### src/rtl/uart_receiver.sv
// 8N1 UART receiver: 16x oversampling from a free-running tick, start-bit validation,
// LSB-first data capture, stop-bit check with one-cycle data/error strobes.
module uart_receiver #(
  parameter int unsigned OVERSAMPLE_DIV = 651
) (
  input  logic       sysclk,
  input  logic       reset,
  input  logic       UART_RXD,
  output logic [7:0] RX_DATA,
  output logic       RX_STATUS,
  output logic       RX_ERR
);

  localparam logic [15:0] TickMax = 16'(OVERSAMPLE_DIV - 1);

  localparam logic [2:0] StIdle  = 3'd0;
  localparam logic [2:0] StStart = 3'd1;
  localparam logic [2:0] StData  = 3'd2;
  localparam logic [2:0] StStop  = 3'd3;
  localparam logic [2:0] StBreak = 3'd4;

  logic [1:0]  sync_q;
  logic        rxd_s;
  logic [15:0] tick_cnt_q;
  logic        tick;

  logic [2:0] state_q, state_d;
  logic [3:0] scnt_q, scnt_d;
  logic [2:0] bidx_q, bidx_d;
  logic [7:0] shreg_q, shreg_d;
  logic [7:0] data_q, data_d;
  logic       status_q, status_d;
  logic       err_q, err_d;

  assign rxd_s = sync_q[1];
  assign tick  = (tick_cnt_q == TickMax);

  // Synchronizer resets to idle-high so reset release never looks like a start edge.
  always_ff @(posedge sysclk or posedge reset) begin
    if (reset) begin
      sync_q     <= 2'b11;
      tick_cnt_q <= '0;
    end else begin
      sync_q     <= {sync_q[0], UART_RXD};
      tick_cnt_q <= tick ? 16'd0 : tick_cnt_q + 16'd1;
    end
  end

  always_comb begin
    state_d  = state_q;
    scnt_d   = scnt_q;
    bidx_d   = bidx_q;
    shreg_d  = shreg_q;
    data_d   = data_q;
    status_d = 1'b0;
    err_d    = 1'b0;
    if (tick) begin
      case (state_q)
        StIdle: begin
          if (!rxd_s) begin
            state_d = StStart;
            scnt_d  = 4'd0;
          end
        end
        StStart: begin
          if (scnt_q == 4'd7) begin
            scnt_d = 4'd0;
            bidx_d = 3'd0;
            state_d = rxd_s ? StIdle : StData;
          end else begin
            scnt_d = scnt_q + 4'd1;
          end
        end
        StData: begin
          if (scnt_q == 4'd15) begin
            shreg_d[bidx_q] = rxd_s;
            scnt_d          = 4'd0;
            bidx_d          = bidx_q + 3'd1;
            if (bidx_q == 3'd7) state_d = StStop;
          end else begin
            scnt_d = scnt_q + 4'd1;
          end
        end
        StStop: begin
          // Sampled mid stop bit, so a following start edge is caught with no idle gap.
          if (scnt_q == 4'd15) begin
            scnt_d = 4'd0;
            if (rxd_s) begin
              data_d   = shreg_q;
              status_d = 1'b1;
              state_d  = StIdle;
            end else begin
              err_d   = 1'b1;
              state_d = StBreak;
            end
          end else begin
            scnt_d = scnt_q + 4'd1;
          end
        end
        StBreak: begin
          if (rxd_s) state_d = StIdle;
        end
        default: state_d = StIdle;
      endcase
    end
  end

  always_ff @(posedge sysclk or posedge reset) begin
    if (reset) begin
      state_q  <= StIdle;
      scnt_q   <= '0;
      bidx_q   <= '0;
      shreg_q  <= '0;
      data_q   <= '0;
      status_q <= 1'b0;
      err_q    <= 1'b0;
    end else begin
      state_q  <= state_d;
      scnt_q   <= scnt_d;
      bidx_q   <= bidx_d;
      shreg_q  <= shreg_d;
      data_q   <= data_d;
      status_q <= status_d;
      err_q    <= err_d;
    end
  end

  assign RX_DATA   = data_q;
  assign RX_STATUS = status_q;
  assign RX_ERR    = err_q;

endmodule

### config.mk
export PLATFORM = sky130hd
export DESIGN_NAME = uart_receiver
export DESIGN_NICKNAME = d
export VERILOG_FILES = /design/src/rtl/uart_receiver.sv
export SDC_FILE = /design/constraint.sdc
export NUM_CORES = 1
export LEC_CHECK = 0
export ABC_AREA = 1
export CORE_ASPECT_RATIO = 1.75
export CORE_MARGIN = 4
export CORE_UTILIZATION = 60
export CTS_CLUSTER_SIZE = 30
export DETAILED_ROUTE_END_ITERATION = 6
export GPL_ROUTABILITY_DRIVEN = 0
export PLACE_DENSITY = 0.83
export SYNTH_ARGS = -nofsm -noshare
export SYNTH_HDL_FRONTEND = slang
export SYNTH_SLANG_ARGS = --single-unit
### constraint.sdc
create_clock -name sysclk -period 2.4 [get_ports sysclk]
set_input_delay 0.24 -clock sysclk [delete_from_list [all_inputs] [get_ports sysclk]]
set_output_delay 0.24 -clock sysclk [all_outputs]
set_load 0.05 [all_outputs]
==> results.py <==
metrics = {
    "outcome": {
        "status": "complete, no violations",
    },
    "clocking": {
        "cts_tree": "yes",
        "htree_levels": 2,
        "cts_setup_buffers": 0,
        "cts.sinks": 46,
        "cts_max_path_buffers": 2,
        "cts_hold_buf": 0,
        "cts_repair_resize_count": 0,
        "clk_latency_ns": 0.29,
        "ctsRootBufferMaster": "clkbuf_8",
        "path_clk_slew_ns": 0.09,
        "cts_buffers": 5,
    },
    "final_layout": {
        "finalNonFillerCells": 386,
        "synthToLayoutAreaGrowth_pct": 12.8,
        "multi_input_area_um2": 1100,
        "post-route-util": 0.706,
        "diodes": 0,
        "seqCellArea_um2": 1150,
        "fill_cells": 310,
        "nNetsFinal": 345,
        "layout-drive-gt1-share": 0.0769,
    },
    "logic_synthesis": {
        "ys_top_cells_by_count": "90 x nand2_1, 46 x nor2_1, 44 x dfrtp_1, 44 x inv_1, 17 x nand4_1",
        "yosysSeqAreaShare": 0.468,
        "yosysWarnings": 0,
        "synth_top_cell_by_area": "dfrtp_1",
        "syn_nets": 328,
        "synthFlopType": "dfrtp_1",
        "synth.avg_cell_area_um2": 7.71,
        "synth-edff-count": 0,
        "yosys.cell_count.top_type": "nand2_1",
        "ys_top_cells_by_area": "dfrtp_1 45%, nand2_1 14%, nor2_1 7.0%",
        "ys_types": 27,
        "synthArstFlopShare": 1.00,
        "ys_seq_elements": 46,
        "syn_inst": 320,
        "syn-cell-area_um2": 2470,
        "yosysTopAreaCellShare": 0.446,
    },
    "drt": {
        "ant_nets": 0,
        "routed_wl_um": 4750,
        "drtPass1Iterations": 4,
        "drtIter0Drc": 109,
        "via_per_inst": 5.32,
        "avgRoutedWirePerCell_um": 12.3,
        "drc": 0,
        "vias": 2052,
    },
    "floorplan": {
        "die_y_um": 92.8,
        "die_area_um2": 5240,
        "placementRows": 30,
        "die_w_um": 56.5,
        "start_util": 0.626,
        "core_area_um2": 3940,
        "num_io_pins": 13,
    },
    "worst_setup_path": {
        "reg2reg_to": "RX_DATA[4]",
        "worst_ep_required_time_ns": 2.64,
        "cpLargestDelayFamily": "simple AND/OR/NAND/NOR gates",
        "crit_path_start_kind": "flop",
        "crit_type": "reg2reg",
        "path_buf_inv": 2,
        "critPathMaxFanout": 13,
        "cp_slowest_cell": "dfrtp_1",
        "worstPathArrival_ns": 2.08,
        "r2r-start": "scnt_q[0]",
        "path_cells": "ha_1, nand2_2, nor2_4, inv_2, nor3_4, nand2_4, nand2_1, nand2_1, inv_1",
        "slowest_delay_ns": 0.39,
        "cp-end-kind": "flop",
        "r2r_cells": 9,
        "r2r_setup_slack_ns": 0.56,
        "crit_top_cell": "nand2_1",
    },
    "global_route": {
        "gr-total-overflow": 0,
        "grt_pass1_wl_um": 8710,
        "grt_pass1_vias": 2102,
        "grt_max_degree": 33,
        "grt_use_total": 0.205,
        "antenna_found_initial": 0,
    },
    "min_path": {
        "min_path_cells": 1,
        "hold_path_class": "in2reg",
        "min-delay-start": "UART_RXD",
        "hold_end": "sync_q[0]",
    },
    "sta": {
        "finalHoldWorstSlack_ns": 0.346,
        "rsz0062_at_grt": "false",
        "fin_skew_ns": 0.00618,
        "max_slew_margin": 0.262,
        "clock.fmax_mhz": 544,
        "min_period_over_period": 0.766,
        "period_needed_ns": 1.84,
        "worst_pin_slew_ns": 1.10,
        "tns_ns": 0,
        "finalHoldViolations": 0,
        "setup_viol_count_final": 0,
        "maxSlewViolCount": 0,
    },
    "placement": {
        "dp_hpwl_um": 3540,
        "place_inst": 378,
        "numPortBuffers": 12,
    },
    "pwr": {
        "peakVddDrop_mv": 0.554,
        "p_leak_nw": 1.44,
        "pwr_density_cell_nw_per_um2": 539,
    },
    "flow_run": {
        "maxCapViolations": 0,
    },
}
worst max-delay path by stage:
stage	from	to	depth (start not counted)	slack, ns
CTS	scnt_q[0]	RX_DATA[4]	9	0.58
floorplan	tick_cnt_q[0]	shreg_q[0]	10	1.00
global placement	tick_cnt_q[0]	bidx_q[1]	9	0.70
detailed placement	scnt_q[0]	RX_DATA[4]	8	0.59
global route	scnt_q[0]	RX_DATA[4]	9	0.42
finish	scnt_q[0]	RX_DATA[4]	9	0.56
cells by family (layout without fill, tap and decap cells):
| logic type | Yosys count | in the layout | synth area share |
|---|---|---|---|
| AOI/OAI and AO/OA | 15 | 15 | 0.0314 |
| xor gates and xnor gates | 10 | 10 | 0.0355 |
| adders and majority gates | 5 | 5 | 0.0254 |
| buffers and inverters | 54 | 72 | 0.0847 |
| DFF | 46 | 46 | 0.468 |
| and+or+nand+nor | 190 | 190 | 0.355 |
power by group:
group | internal, W | switching, W | total (W)
Clock | 0.000444 | 0.000252 | 0.000696
Combinational | 0.00000596 | 0.0000179 | 0.0000239
Sequential | 0.000777 | 0.00000352 | 0.000781
final cells by class:
cell class / instances / area share
clock buffers: 6 / 0.0297
clock inverters: 2 / 0.0216
inverters: 50 / 0.0674
multi-input cells: 220 / 0.397
flip-flops and latches: 46 / 0.414
well taps: 48 / 0.0216
repair buffers: 14 / 0.0485
registers in the layout, indices dropped and copies added, names as in the netlist:
signal	count
sync_q	2
tick_cnt_q	16
RX_STATUS	1
state_q	3
scnt_q	4
RX_DATA	8
RX_ERR	1
shreg_q	8
bidx_q	3
metrics by stage:
step	worst slack (ns)	power, W	area (um^2)
2_1_floorplan	1.00	0.000810	2470
3_3_place_gp	0.696	0.000820	2640
3_5_place_dp	0.590	0.000821	2640
4_1_cts	0.578	0.00152	2780
5_1_grt	0.421	0.00155	2780
6_report	0.561	0.00150	2780
layer usage:
metal / vias up / wire length [um] / GRT usage
met3: 14 / 147 / 0.0377
met4: 0 / 132 / 0.0891
li1: 1039 / - / -
met5: - / 0 / 0
met1: 960 / 1970 / 0.232
met2: 39 / 2490 / 0.365
layout by cell type, fill, tap and decap left out, drive strengths merged, types with 4 or more instances in the layout:
cell and instances:
ha 5, nand4 17, clkdlybuf4s50 12, o21ai 10, dfrtp 44, nand3b 10, a21oi 4, nor3 7
clkbuf 6, nor2 49, nand3 15, xor2 9, nand2 92, inv 49
worst register-to-register path, cell delays in order (launching register included):
cell     delay [ns]
dfrtp_1        0.39
ha_1           0.19
nand2_2        0.09
nor2_4         0.26
inv_2          0.11
nor3_4         0.37
nand2_4        0.14
nand2_1        0.10
nand2_1        0.07
inv_1          0.07
No activity file was read; power rests on OpenSTA's default activity.
